**config.mk**
```make
export PLATFORM = sky130hd
export DESIGN_NAME = result_vote_filter
export DESIGN_NICKNAME = d
export VERILOG_FILES = /design/src/rtl/result_vote_filter.sv
export SDC_FILE = /design/constraint.sdc
export NUM_CORES = 1
export LEC_CHECK = 0
export ABC_AREA = 1
export CORE_MARGIN = 3
export CORE_UTILIZATION = 56
export CTS_CLUSTER_DIAMETER = 60
export DETAILED_ROUTE_END_ITERATION = 10
export GPL_ROUTABILITY_DRIVEN = 0
export PLACE_DENSITY = 0.77
export SYNTH_ARGS = -nofsm -noshare
export SYNTH_HDL_FRONTEND = slang
export SYNTH_SLANG_ARGS = --single-unit
export TNS_END_PERCENT = 1
```
**constraint.sdc**
```tcl
create_clock -name clk_25 -period 2.7 [get_ports clk_25]
set_input_delay 0.54 -clock clk_25 [delete_from_list [all_inputs] [get_ports clk_25]]
set_output_delay 0.54 -clock clk_25 [all_outputs]
set_load 0.03 [all_outputs]
```
**src/rtl/result_vote_filter.sv**
```systemverilog
// -----------------------------------------------------------------------------
// result_vote_filter
//   Decision stage behind the ShuffleNet classifier. It takes one binary
//   result per inference pass, on the cycle the stage counter enters
//   FINAL_STAGE. The last WINDOW results are kept, and a majority vote with
//   hysteresis (ON_TH / OFF_TH) produces a stable detect level. If no pass
//   arrives for TIMEOUT_CYC cycles, all history is flushed.
//
// Optional feature (macro RESULT_VOTE_HOLD_EN):
//   When detect asserts, it stays high for at least HOLD_EVENTS further
//   events before the thresholds are allowed to clear it.
//
// Ports
//   clk_25          in   25 MHz system clock
//   RST_N           in   asynchronous active-low reset
//   i_stage[5:0]    in   inference stage counter from the classifier
//   i_result        in   classifier output bit, valid while stage==FINAL_STAGE
//   i_result_ready  in   classifier ready; an entry with this low is dropped
//   o_detect        out  filtered detection level (high only in DETECTED)
//   o_detect_rise   out  one-cycle pulse on each 0->1 edge of o_detect
//   o_vote_cnt      out  number of 1s in the valid part of the window
//   o_fill_cnt      out  results held in the window, saturating at WINDOW
//   o_state[1:0]    out  0 FILLING, 1 ARMED, 2 DETECTED
// -----------------------------------------------------------------------------
module result_vote_filter #(
  parameter int WINDOW      = 8,
  parameter int CNT_W       = 5,
  parameter int ON_TH       = 6,
  parameter int OFF_TH      = 2,
  parameter int FINAL_STAGE = 38,
  parameter int TIMEOUT_CYC = 25000000,
  parameter int HOLD_EVENTS = 4
) (
  input  logic             clk_25,
  input  logic             RST_N,
  input  logic [5:0]       i_stage,
  input  logic             i_result,
  input  logic             i_result_ready,
  output logic             o_detect,
  output logic             o_detect_rise,
  output logic [CNT_W-1:0] o_vote_cnt,
  output logic [CNT_W-1:0] o_fill_cnt,
  output logic [1:0]       o_state
);

  localparam int TO_W = $clog2(TIMEOUT_CYC + 1);

  typedef enum logic [1:0] {
    S_FILLING  = 2'd0,
    S_ARMED    = 2'd1,
    S_DETECTED = 2'd2
  } state_t;

  logic [WINDOW-1:0] r_win;
  logic [CNT_W-1:0]  r_vote;
  logic [CNT_W-1:0]  r_fill;
  logic [TO_W-1:0]   r_to;
  logic [5:0]        r_stage_prev;
  logic              r_detect_q;
  state_t            r_state;
  state_t            w_state_nxt;

  logic w_event;
  logic w_full;
  logic w_out;
  logic w_flush;
  logic w_hold_active;

  // One event per entry into FINAL_STAGE. If ready is low on the entry
  // cycle, that pass is dropped. It is not retried later in the same stage.
  assign w_event = (i_stage == 6'(FINAL_STAGE)) &&
                   (r_stage_prev != 6'(FINAL_STAGE)) && i_result_ready;

  assign w_full  = (r_fill == CNT_W'(WINDOW));
  // The bit that shifts out only counts once the window is full. Before
  // that, the top bit is still the zero left by reset or a flush.
  assign w_out   = r_win[WINDOW-1] & w_full;
  // The flush happens on the edge where the counter would reach
  // TIMEOUT_CYC. If an event lands on that edge, the event takes priority.
  assign w_flush = (r_to == TO_W'(TIMEOUT_CYC - 1)) && !w_event;

  always_ff @(posedge clk_25 or negedge RST_N) begin
    if (!RST_N) begin
      r_stage_prev <= '0;
      r_win        <= '0;
      r_vote       <= '0;
      r_fill       <= '0;
      r_to         <= '0;
    end else begin
      r_stage_prev <= i_stage;
      if (w_event) begin
        r_win  <= {r_win[WINDOW-2:0], i_result};
        // Incremental update: vote count = popcount of the valid window bits.
        r_vote <= r_vote + CNT_W'(i_result) - CNT_W'(w_out);
        if (!w_full) r_fill <= r_fill + CNT_W'(1);
        r_to   <= '0;
      end else begin
        if (r_to != TO_W'(TIMEOUT_CYC)) r_to <= r_to + TO_W'(1);
        if (w_flush) begin
          r_win  <= '0;
          r_vote <= '0;
          r_fill <= '0;
        end
      end
    end
  end

`ifdef RESULT_VOTE_HOLD_EN
  localparam int HW = $clog2(HOLD_EVENTS + 1);
  logic [HW-1:0] r_hold;

  assign w_hold_active = (r_hold != '0);

  always_ff @(posedge clk_25 or negedge RST_N) begin
    if (!RST_N)
      r_hold <= '0;
    else if (w_flush)
      r_hold <= '0;
    else if (w_state_nxt == S_DETECTED && r_state != S_DETECTED)
      r_hold <= HW'(HOLD_EVENTS);
    else if (w_event && w_hold_active)
      r_hold <= r_hold - HW'(1);
  end
`else
  assign w_hold_active = 1'b0;
`endif

  // FSM state register. It reads the registered counts, so the state lags
  // the window update by one cycle.
  always_ff @(posedge clk_25 or negedge RST_N) begin
    if (!RST_N) r_state <= S_FILLING;
    else        r_state <= w_state_nxt;
  end

  // Next-state logic.
  always_comb begin
    w_state_nxt = r_state;
    if (w_flush) begin
      w_state_nxt = S_FILLING;
    end else begin
      case (r_state)
        S_FILLING:
          if (w_full)
            w_state_nxt = (r_vote >= CNT_W'(ON_TH)) ? S_DETECTED : S_ARMED;
        S_ARMED:
          if (r_vote >= CNT_W'(ON_TH)) w_state_nxt = S_DETECTED;
        S_DETECTED:
          if (r_vote <= CNT_W'(OFF_TH) && !w_hold_active) w_state_nxt = S_ARMED;
        default:
          w_state_nxt = S_FILLING;
      endcase
    end
  end

  // Keep the previous detect level so the rising edge can be found.
  always_ff @(posedge clk_25 or negedge RST_N) begin
    if (!RST_N) r_detect_q <= 1'b0;
    else        r_detect_q <= o_detect;
  end

  // Output logic.
  always_comb begin
    o_detect      = (r_state == S_DETECTED);
    o_detect_rise = o_detect & ~r_detect_q;
    o_state       = r_state;
    o_vote_cnt    = r_vote;
    o_fill_cnt    = r_fill;
  end

endmodule

```
==> results.json, run 1 <==
{
  "synth_flop_cell": "dfrtp_1",
  "switching_share": 0.373,
  "cts_tree": "yes",
  "yosysMostFrequentCell": "nand2_1",
  "area_delta_synth_final_pct": 12.4,
  "pwr_density_cell_mw_per_mm2": 589,
  "syn_area_sq_mm": 0.00311,
  "synth_async_sr_flop_share": 1.00,
  "h-tree-depth": 2,
  "max_cap_violations": 0,
  "comb_power_share": 0.267,
  "slew-limit-headroom": 0.615,
  "nFillCells": 461,
  "top_usage_layer": "met2",
  "r2r_setup_slack_ns": 0.20,
  "synth_top_cell_by_area": "dfrtp_1",
  "arrival_ns": 2.75,
  "fin_skew_ns": 0.0154,
  "first_global_vias": 2416,
  "hold_violations": 0,
  "grt-ovfl-total": 0,
  "use_met2": 0.339,
  "synth-seq-area-share": 0.418,
  "power.switching_uw": 770,
  "drcViolationCount": 0,
  "fin_hold_ws_ns": 0.0726,
  "fp.dieW_microns": 80.6,
  "ys_top_cells_by_count": "nand2_1 (115), nor2_1 (58), inv_1 (53)",
  "antenna_found_initial": 0,
  "clock_power_share": 0.232,
  "fin_crit_ns": 2.50,
  "core_region_area_sq_mm": 0.00524,
  "post_cts_buffers": 0,
  "synth_simple_gate_area_frac": 0.382,
  "synth_edf_count": 0,
  "io_buffers": 23,
  "io_pins": 24,
  "clkLatencyLatePin_ns": 0.32,
  "worstMarginPinSlew_ns": 0.573,
  "via_per_inst": 5.23,
  "path_clk_slew_ns": 0.11,
  "p_leak_uw": 0.00168,
  "drv_slew": 0,
  "cp-end-kind": "flop",
  "start_util": 0.595,
  "utilization": 0.668,
  "worst-path-max-fanout": 5,
  "ys_seq_elements": 52,
  "grt_pass1_wl_mm": 11.1,
  "min_path_type": "in2async",
  "syn-num-nets": 440,
  "layout.nets": 467,
  "ys_warn_count": 0,
  "layout-drive-gt1-share": 0.117,
  "grtUsageMet3": 0.0437,
  "syn_inst": 417,
  "path_class": "reg2reg",
  "synth_top_cell_area_share": 0.418,
  "ant_nets": 0,
  "rsz0062_at_grt": "false",
  "antenna_cells": 0,
  "routed_wl_mm": 6.40,
  "cpPeakStageDelay_ns": 0.44,
  "worst_setup_path_start_kind": "flop",
  "root_buffer": "clkbuf_8",
  "slowest_stage": "dfrtp_1",
  "postCtsResizedCells": 0,
  "clock_path_buffers": 2,
  "grt_max_degree": 27,
  "synth_area_leaders": "dfrtp_1 (42%), nand2_1 (14%), nor2_1 (7.0%)",
  "cts.sink_count": 52,
  "fmax_mhz": 400,
  "status": "finished clean",
  "postSynthAreaPerCell_sq_um": 7.47,
  "row_count": 26,
  "finalInstanceArea_sq_mm": 0.00350,
  "fp.dieArea_sq_mm": 0.00649,
  "synth_compound_area_frac": 0.0422,
  "fin_crit_sh": 0.927,
  "dpl_cell_area_sq_mm": 0.00340,
  "dr.pass1.iters": 5,
  "synth_mux_area_frac": 0,
  "synth_adder_area_share": 0.0546,
  "hold_buffers": 0,
  "power.total_uw": 2060,
  "gr-usage-met1": 0.304,
  "pwr-share-seq": 0.501,
  "p_int_uw": 1290,
  "num_vias": 2694,
  "numCtsBuffers": 5,
  "finalSetupViolations": 0,
  "peakVddDrop_mv": 0.477,
  "grtUsageTotal": 0.216,
  "chipHeight_microns": 80.6,
  "synth_top_family_by_area": "simple AND/OR/NAND/NOR gates",
  "crit_chain": "inv_1 -> ha_1 -> nand2_1 -> inv_1 -> nand2_2 -> nor2_1 -> ha_1 -> inv_1 -> ha_1 -> inv_1 -> fa_1 -> inv_1 -> nand2_1 -> nand2_1 -> a21oi_1 -> nand2_1 -> nand2_1 -> o21ai_1",
  "setup_tns_ns": 0,
  "required_ns": 2.95,
  "ys_types": 26,
  "routedWlPerCell_microns": 12.4,
  "drt_iter0_drc": 215,
  "synthXorXnorAreaFrac": 0.0169,
  "hpwl_mm": 4.84
}
[power by group through the flow]
stage	Sequential, uW	Clock (uW)	Combinational [uW]
after floorplan	1040	0	377
after detailed placement	1040	0	551
final	1030	479	551
after global placement	1040	0	536
after global routing	1050	523	628
after CTS	1030	490	553
[metal layers]
| metal | up-vias | share of wire |
|---|---|---|
| met5 | - | 0 |
| met4 | 0 | 0.010 |
| met3 | 6 | 0.056 |
| met2 | 86 | 0.46 |
| met1 | 1246 | 0.48 |
| li1 | 1356 | - |
[registers in the layout, indices dropped and copies added, names as in the netlist]
signal,count
o_vote_cnt,5
r_win,8
r_to,25
o_fill_cnt,5
o_state,2
r_stage_prev,6
r_detect_q,1
[worst max-delay path: cells and delay by family (launching register included)]
kind                     cells  cell delay, ns
AO/OA/AOI/OAI                2            0.20
adder cells (fa/ha/maj)      4            0.93
AND/OR/NAND/NOR              7            0.49
buffers and inverters        5            0.36
flip-flops                   1            0.44
[layout make-up]
type / count / area [sq um] / area share
clock buffer: 5 / 68.8 / 0.0197
clock inverter: 3 / 26.3 / 0.00751
tap: 70 / 87.6 / 0.0250
inverter: 57 / 214 / 0.0611
timing repair buffer: 27 / 255 / 0.0729
sequential: 52 / 1300 / 0.372
multi-input combinational: 301 / 1550 / 0.442
[metrics by stage]
step	worst slack, ns	instances
floorplan	0.238	417
global placement	0.373	507
global route	0.0195	515
CTS	0.161	515
finish	0.198	515
detailed placement	0.204	507
[placed cells by master (no fill, tap or decap)]
cell,count
a21oi_1,12
a31oi_1,1
buf_2,1
buf_4,4
clkbuf_8,5
clkdlybuf4s50_1,22
clkinv_1,1
clkinv_4,1
dfrtp_1,52
fa_1,1
ha_1,12
inv_1,53
inv_2,3
inv_6,2
nand2_1,114
nand2_2,12
nand3_1,30
nand3_2,13
nand3b_1,2
nand4_1,5
nor2_1,58
nor2_2,7
nor2_4,4
nor3_1,10
o21ai_0,11
o21ai_1,2
or2_0,1
xnor2_1,1
xor2_1,5
[cells by family after synthesis]
| family | count (synthesis) |
|---|---|
| DFF | 52 |
| adders and majority gates | 13 |
| AOI/OAI and AO/OA | 26 |
| and+or+nand+nor | 256 |
| buffers and inverters | 64 |
| xor gates and xnor gates | 6 |
[worst paths after layout]
check                                   start            end  depth (start not counted)
worst max-delay path            o_fill_cnt[0]  o_vote_cnt[4]                         18
max in group asynchronous               RST_N        r_to[4]                          2
worst max register to register  o_fill_cnt[0]  o_vote_cnt[4]                         18
worst min-delay path                    RST_N  o_vote_cnt[1]                          1
worst min register to register       r_win[3]       r_win[4]                          2
min in group clk_25                  r_win[3]       r_win[4]                          2
Note: power is estimated with default switching activity, not from simulation.
==> run 2: changes to the inputs <==
- CORE_MARGIN: 3 -> 5
- TNS_END_PERCENT: 1 -> 50
==> results.json, run 2 (same netlist as run 1, synthesis figures left out) <==
{
  "cts.sink_count": 52,
  "ant_nets": 0,
  "min_path_type": "in2async",
  "worstMarginPinSlew_ns": 0.627,
  "cpPeakStageDelay_ns": 0.39,
  "drcViolationCount": 0,
  "setup_tns_ns": 0,
  "area_delta_synth_final_pct": 13.4,
  "drt_iter0_drc": 163,
  "required_ns": 2.95,
  "final_common_cell": "nand2_1",
  "row_count": 27,
  "fp.dieW_microns": 84.6,
  "grtUsageTotal": 0.199,
  "numPlacedInstances": 509,
  "finalSetupViolations": 0,
  "peakVddDrop_mv": 0.344,
  "io_pins": 24,
  "path_clk_slew_ns": 0.11,
  "fin_skew_ns": 0.0126,
  "crit_chain": "inv_1 -> ha_1 -> nand2_1 -> inv_1 -> nand2_1 -> nor2_1 -> ha_1 -> inv_1 -> ha_1 -> inv_1 -> fa_1 -> inv_1 -> nand2_1 -> nand2_1 -> a21oi_1 -> nand2_1 -> nand2_1 -> o21ai_0",
  "layout.nets": 470,
  "crit_buf_inv": 5,
  "pwr_density_cell_mw_per_mm2": 582,
  "fin_crit_sh": 0.873,
  "fp.dieArea_sq_mm": 0.00715,
  "root_buffer": "clkbuf_8",
  "nFillCells": 477,
  "top_register": "r_to",
  "slew-limit-headroom": 0.582,
  "final_cell_mix": "nand2_1 (115), nor2_1 (58), inv_1 (53)",
  "grt_max_degree": 28,
  "num_vias": 2653,
  "cp_common_cell": "nand2_1",
  "chipHeight_microns": 84.6,
  "clock_path_buffers": 2,
  "hpwl_mm": 4.89,
  "h-tree-depth": 2,
  "worst-path-max-fanout": 2,
  "p_leak_uw": 0.00169,
  "clkLatencyLatePin_ns": 0.32,
  "routedWlPerCell_microns": 12.7,
  "status": "finished clean",
  "grt_pass1_wl_mm": 11.8,
  "via_per_inst": 5.10,
  "antenna_cells": 0,
  "cpLargestDelayFamily": "adder cells",
  "core_region_area_sq_mm": 0.00544,
  "hold_violations": 0,
  "numCtsBuffers": 5,
  "routed_wl_mm": 6.59,
  "drv_slew": 0,
  "start_util": 0.573,
  "cp-end-kind": "flop",
  "io_buffers": 23,
  "fmax_mhz": 424,
  "largest_reg_flops": 25,
  "fin_crit_ns": 2.36,
  "top_regs": "r_to x25, r_win x8, r_stage_prev x6",
  "first_global_vias": 2692,
  "cts_tree": "yes",
  "path_class": "reg2reg",
  "worst_setup_path_start_kind": "flop",
  "layout-drive-gt1-share": 0.121,
  "r2r_setup_slack_ns": 0.34,
  "utilization": 0.649,
  "arrival_ns": 2.60,
  "fin_ws_ns": 0.344,
  "postCtsResizedCells": 0,
  "rsz0062_at_grt": "false",
  "final_cells": 520,
  "pre_cts_ws_ns": 0.293,
  "grt-ovfl-total": 0,
  "antenna_found_initial": 0,
  "slowest_stage": "dfrtp_1",
  "max_cap_violations": 0,
  "dr.pass1.iters": 4
}
-- run 2: changes by cell type in the layout (fill, tap and decap cells not counted) --
cell,delta
nand2_2,-1
o21ai_1,-1
o21ai_0,+1
clkinv_2,+1
nand2_1,+1
buf_12,+1
inv_6,-1
buf_4,+2
-- run 2: cell type report --
class                   count  area [sq um]  share of cell area
flip-flops and latches     52          1300               0.369
well taps                  72          90.1              0.0255
inverters                  57           214              0.0606
multi-input cells         301          1540               0.437
repair buffers             30           290              0.0822
clock inverters             3          22.5             0.00638
clock buffers               5          68.8              0.0195
-- run 2: metal layers --
layer,part of all wire,track usage
met2,0.48,0.329
met5,0,0
met4,0.012,0.0504
met3,0.043,0.0422
met1,0.47,0.266
-- run 2: path summary, 6_finish.rpt --
check	start	to	cells after the start
min in group clk_25	r_win[2]	r_win[3]	2
worst max-delay path	o_fill_cnt[0]	o_vote_cnt[4]	18
worst min-delay path	RST_N	r_win[1]	1
worst max register to register	o_fill_cnt[0]	o_vote_cnt[4]	18
max in group asynchronous	RST_N	r_to[7]	2
worst min register to register	r_win[2]	r_win[3]	2
-- run 2: where the power goes --
part	switching, uW	internal, uW
logic	347	217
registers	135	890
clock network	278	186
-- run 2: timing repair --
item | CTS | global route
buffers inserted | 0 | 3
endpoints found under the setup margin | 0 | 1
hold buffers | 0 | 0
-- run 2: through the flow --
step	power [uW]	hold slack (ns)	area, sq um
finish	2050	0.233	3530
global route	2200	0.291	3530
CTS	2060	0.255	3510
detailed placement	1590	0.498	3420
global placement	1580	0.479	3420
floorplan	1420	0.244	3110
-- run 2: worst reg2reg max path, stage by stage (launching register included) --
cell     delay [ns]
dfrtp_1        0.39
inv_1          0.08
ha_1           0.15
nand2_1        0.05
inv_1          0.07
nand2_1        0.07
nor2_1         0.11
ha_1           0.24
inv_1          0.06
ha_1           0.15
inv_1          0.05
fa_1           0.38
inv_1          0.07
nand2_1        0.06
nand2_1        0.06
a21oi_1        0.07
nand2_1        0.06
nand2_1        0.04
o21ai_0        0.14
==> run 3: changes to the inputs <==
- clock period: 2.7 -> 2.2 ns (I/O delays scaled with it)
==> results.json, run 3 (same netlist as run 1, synthesis figures left out) <==
{
  "crit_buf_inv": 5,
  "routedWlPerCell_microns": 12.5,
  "cp-end-kind": "flop",
  "top_regs": "r_to x25, r_win x8, r_stage_prev x6",
  "worst-path-max-fanout": 2,
  "cts.sink_count": 52,
  "io_pins": 24,
  "grt-ovfl-total": 0,
  "required_ns": 2.44,
  "fin_hold_ws_ns": 0.0823,
  "crit_chain": "inv_2 -> ha_4 -> nand2_2 -> inv_2 -> nand2_2 -> nor2_2 -> ha_1 -> inv_1 -> ha_2 -> inv_2 -> fa_2 -> inv_2 -> nand2_2 -> nand2_2 -> a21oi_2 -> nand2_1 -> nand2_1 -> o21ai_1",
  "drt_iter0_drc": 143,
  "grt_max_degree": 22,
  "final_cell_mix": "nand2_1 (111), nor2_1 (57), dfrtp_1 (50)",
  "min_path_type": "in2async",
  "clock_path_buffers": 2,
  "via_per_inst": 5.13,
  "core_region_area_sq_mm": 0.00544,
  "fin_crit_ns": 2.28,
  "p_leak_uw": 0.00172,
  "fin_ws_ns": -0.0821,
  "area_delta_synth_final_pct": 15.0,
  "final_common_cell": "nand2_1",
  "setup_tns_ns": -0.0821,
  "rsz0062_at_grt": "true",
  "cts_tree": "yes",
  "h-tree-depth": 2,
  "chipHeight_microns": 84.6,
  "path_clk_slew_ns": 0.09,
  "routed_wl_mm": 6.55,
  "top_register": "r_to",
  "cpLargestDelayFamily": "adder cells",
  "num_vias": 2688,
  "first_global_vias": 2691,
  "pre_cts_ws_ns": -0.0576,
  "slew-limit-headroom": 0.682,
  "p_int_uw": 1580,
  "fp.dieW_microns": 84.6,
  "ant_nets": 0,
  "fmax_mhz": 438,
  "grt_pass1_wl_mm": 11.6,
  "io_buffers": 23,
  "largest_reg_flops": 25,
  "worstSetupStartpoint": "o_fill_cnt[0]",
  "fin_skew_ns": 0.00692,
  "pwr_density_cell_mw_per_mm2": 698,
  "peakVddDrop_mv": 0.453,
  "layout.nets": 475,
  "finalSetupViolations": 1,
  "row_count": 27,
  "path_class": "reg2reg",
  "status": "finished, violations left",
  "nFillCells": 480,
  "comb_power_share": 0.284,
  "dr.pass1.iters": 4,
  "switching_share": 0.366,
  "grtUsageTotal": 0.193,
  "worstMarginPinSlew_ns": 0.477,
  "max_cap_violations": 0,
  "violations": "setup timing",
  "finalInstanceArea_sq_mm": 0.00358,
  "dpl_cell_area_sq_mm": 0.00346,
  "hold_buffers": 0,
  "antenna_cells": 0,
  "worst_setup_path_start_kind": "flop",
  "clock_power_share": 0.208,
  "layout-drive-gt1-share": 0.162,
  "hold_violations": 0,
  "arrival_ns": 2.52,
  "fp.dieArea_sq_mm": 0.00715,
  "cpPeakStageDelay_ns": 0.42,
  "antenna_found_initial": 0,
  "utilization": 0.658,
  "root_buffer": "clkbuf_8",
  "drcViolationCount": 0,
  "power.switching_uw": 915,
  "pwr-share-seq": 0.508,
  "drv_slew": 0,
  "rr_startpoint": "o_fill_cnt[0]",
  "start_util": 0.573,
  "fin_crit_sh": 1.04,
  "numCtsBuffers": 5,
  "hpwl_mm": 4.93,
  "clkLatencyLatePin_ns": 0.30,
  "slowest_stage": "dfrtp_2"
}
## run 3: changes by cell type in the layout (fill, tap and decap cells not counted), moves of 2 or more
cell,previous run,this run
buf_4,6,12
inv_1,53,48
inv_2,3,8
nand2_1,115,111
nand2_2,11,15
dfrtp_1,52,50
dfrtp_2,0,2
ha_1,12,10
## run 3: stage by stage
step,power (uW),cells
global route,2680,524
floorplan,1740,417
finish,2500,524
CTS,2500,522
detailed placement,1970,515
global placement,1940,515
## run 3: what timing repair did
action | in CTS | in global routing
endpoints found under the setup margin | 1 | 3
endpoints found under the hold margin | 0 | 0
gates resized for setup | 1 | 13
setup buffers | 0 | 2
pin swaps | 0 | 8
cloned | 0 | 0
## run 3: routing by layer
layer / share of wire / up-vias / track usage
met1: 0.46 / 1262 / 0.247
met5: 0 / - / 0
met4: 0.011 / 0 / 0.0417
met3: 0.040 / 8 / 0.0402
met2: 0.49 / 48 / 0.337
li1: - / 1370 / -
## run 3: path summary, 6_finish.rpt
path / end / slack (ns) / depth (start not counted)
min: r_to[12] / 0.08 / 1
max: o_vote_cnt[4] / -0.08 / 18
max reg2reg: o_vote_cnt[4] / -0.08 / 18
min reg2reg: r_win[4] / 0.52 / 2
max in group asynchronous: r_to[7] / 1.50 / 2
min in group clk_25: r_win[4] / 0.52 / 2
## run 3: worst reg2reg max path: stages (launching register included)
cell	delay, ns
dfrtp_2	0.42
inv_2	0.08
ha_4	0.12
nand2_2	0.04
inv_2	0.05
nand2_2	0.05
nor2_2	0.12
ha_1	0.23
inv_1	0.06
ha_2	0.18
inv_2	0.04
fa_2	0.36
inv_2	0.06
nand2_2	0.05
nand2_2	0.07
a21oi_2	0.05
nand2_1	0.06
nand2_1	0.05
o21ai_1	0.13
## run 3: cell type report
class,count,area (sq um),area share
Clock buffer,6,72.6,0.0203
Clock inverter,1,5.00,0.00140
Inverter,57,214,0.0597
Multi-Input combinational cell,301,1580,0.441
Sequential cell,52,1300,0.364
Tap cell,72,90.1,0.0252
Timing Repair Buffer,35,318,0.0887
## run 3: power groups by stage
stage                     Clock [uW]  Combinational, uW  Sequential [uW]
after global routing             572                814             1290
after detailed placement           0                691             1280
after CTS                        534                698             1260
after global placement             0                669             1270
final                            521                709             1270
after floorplan                    0                463             1280
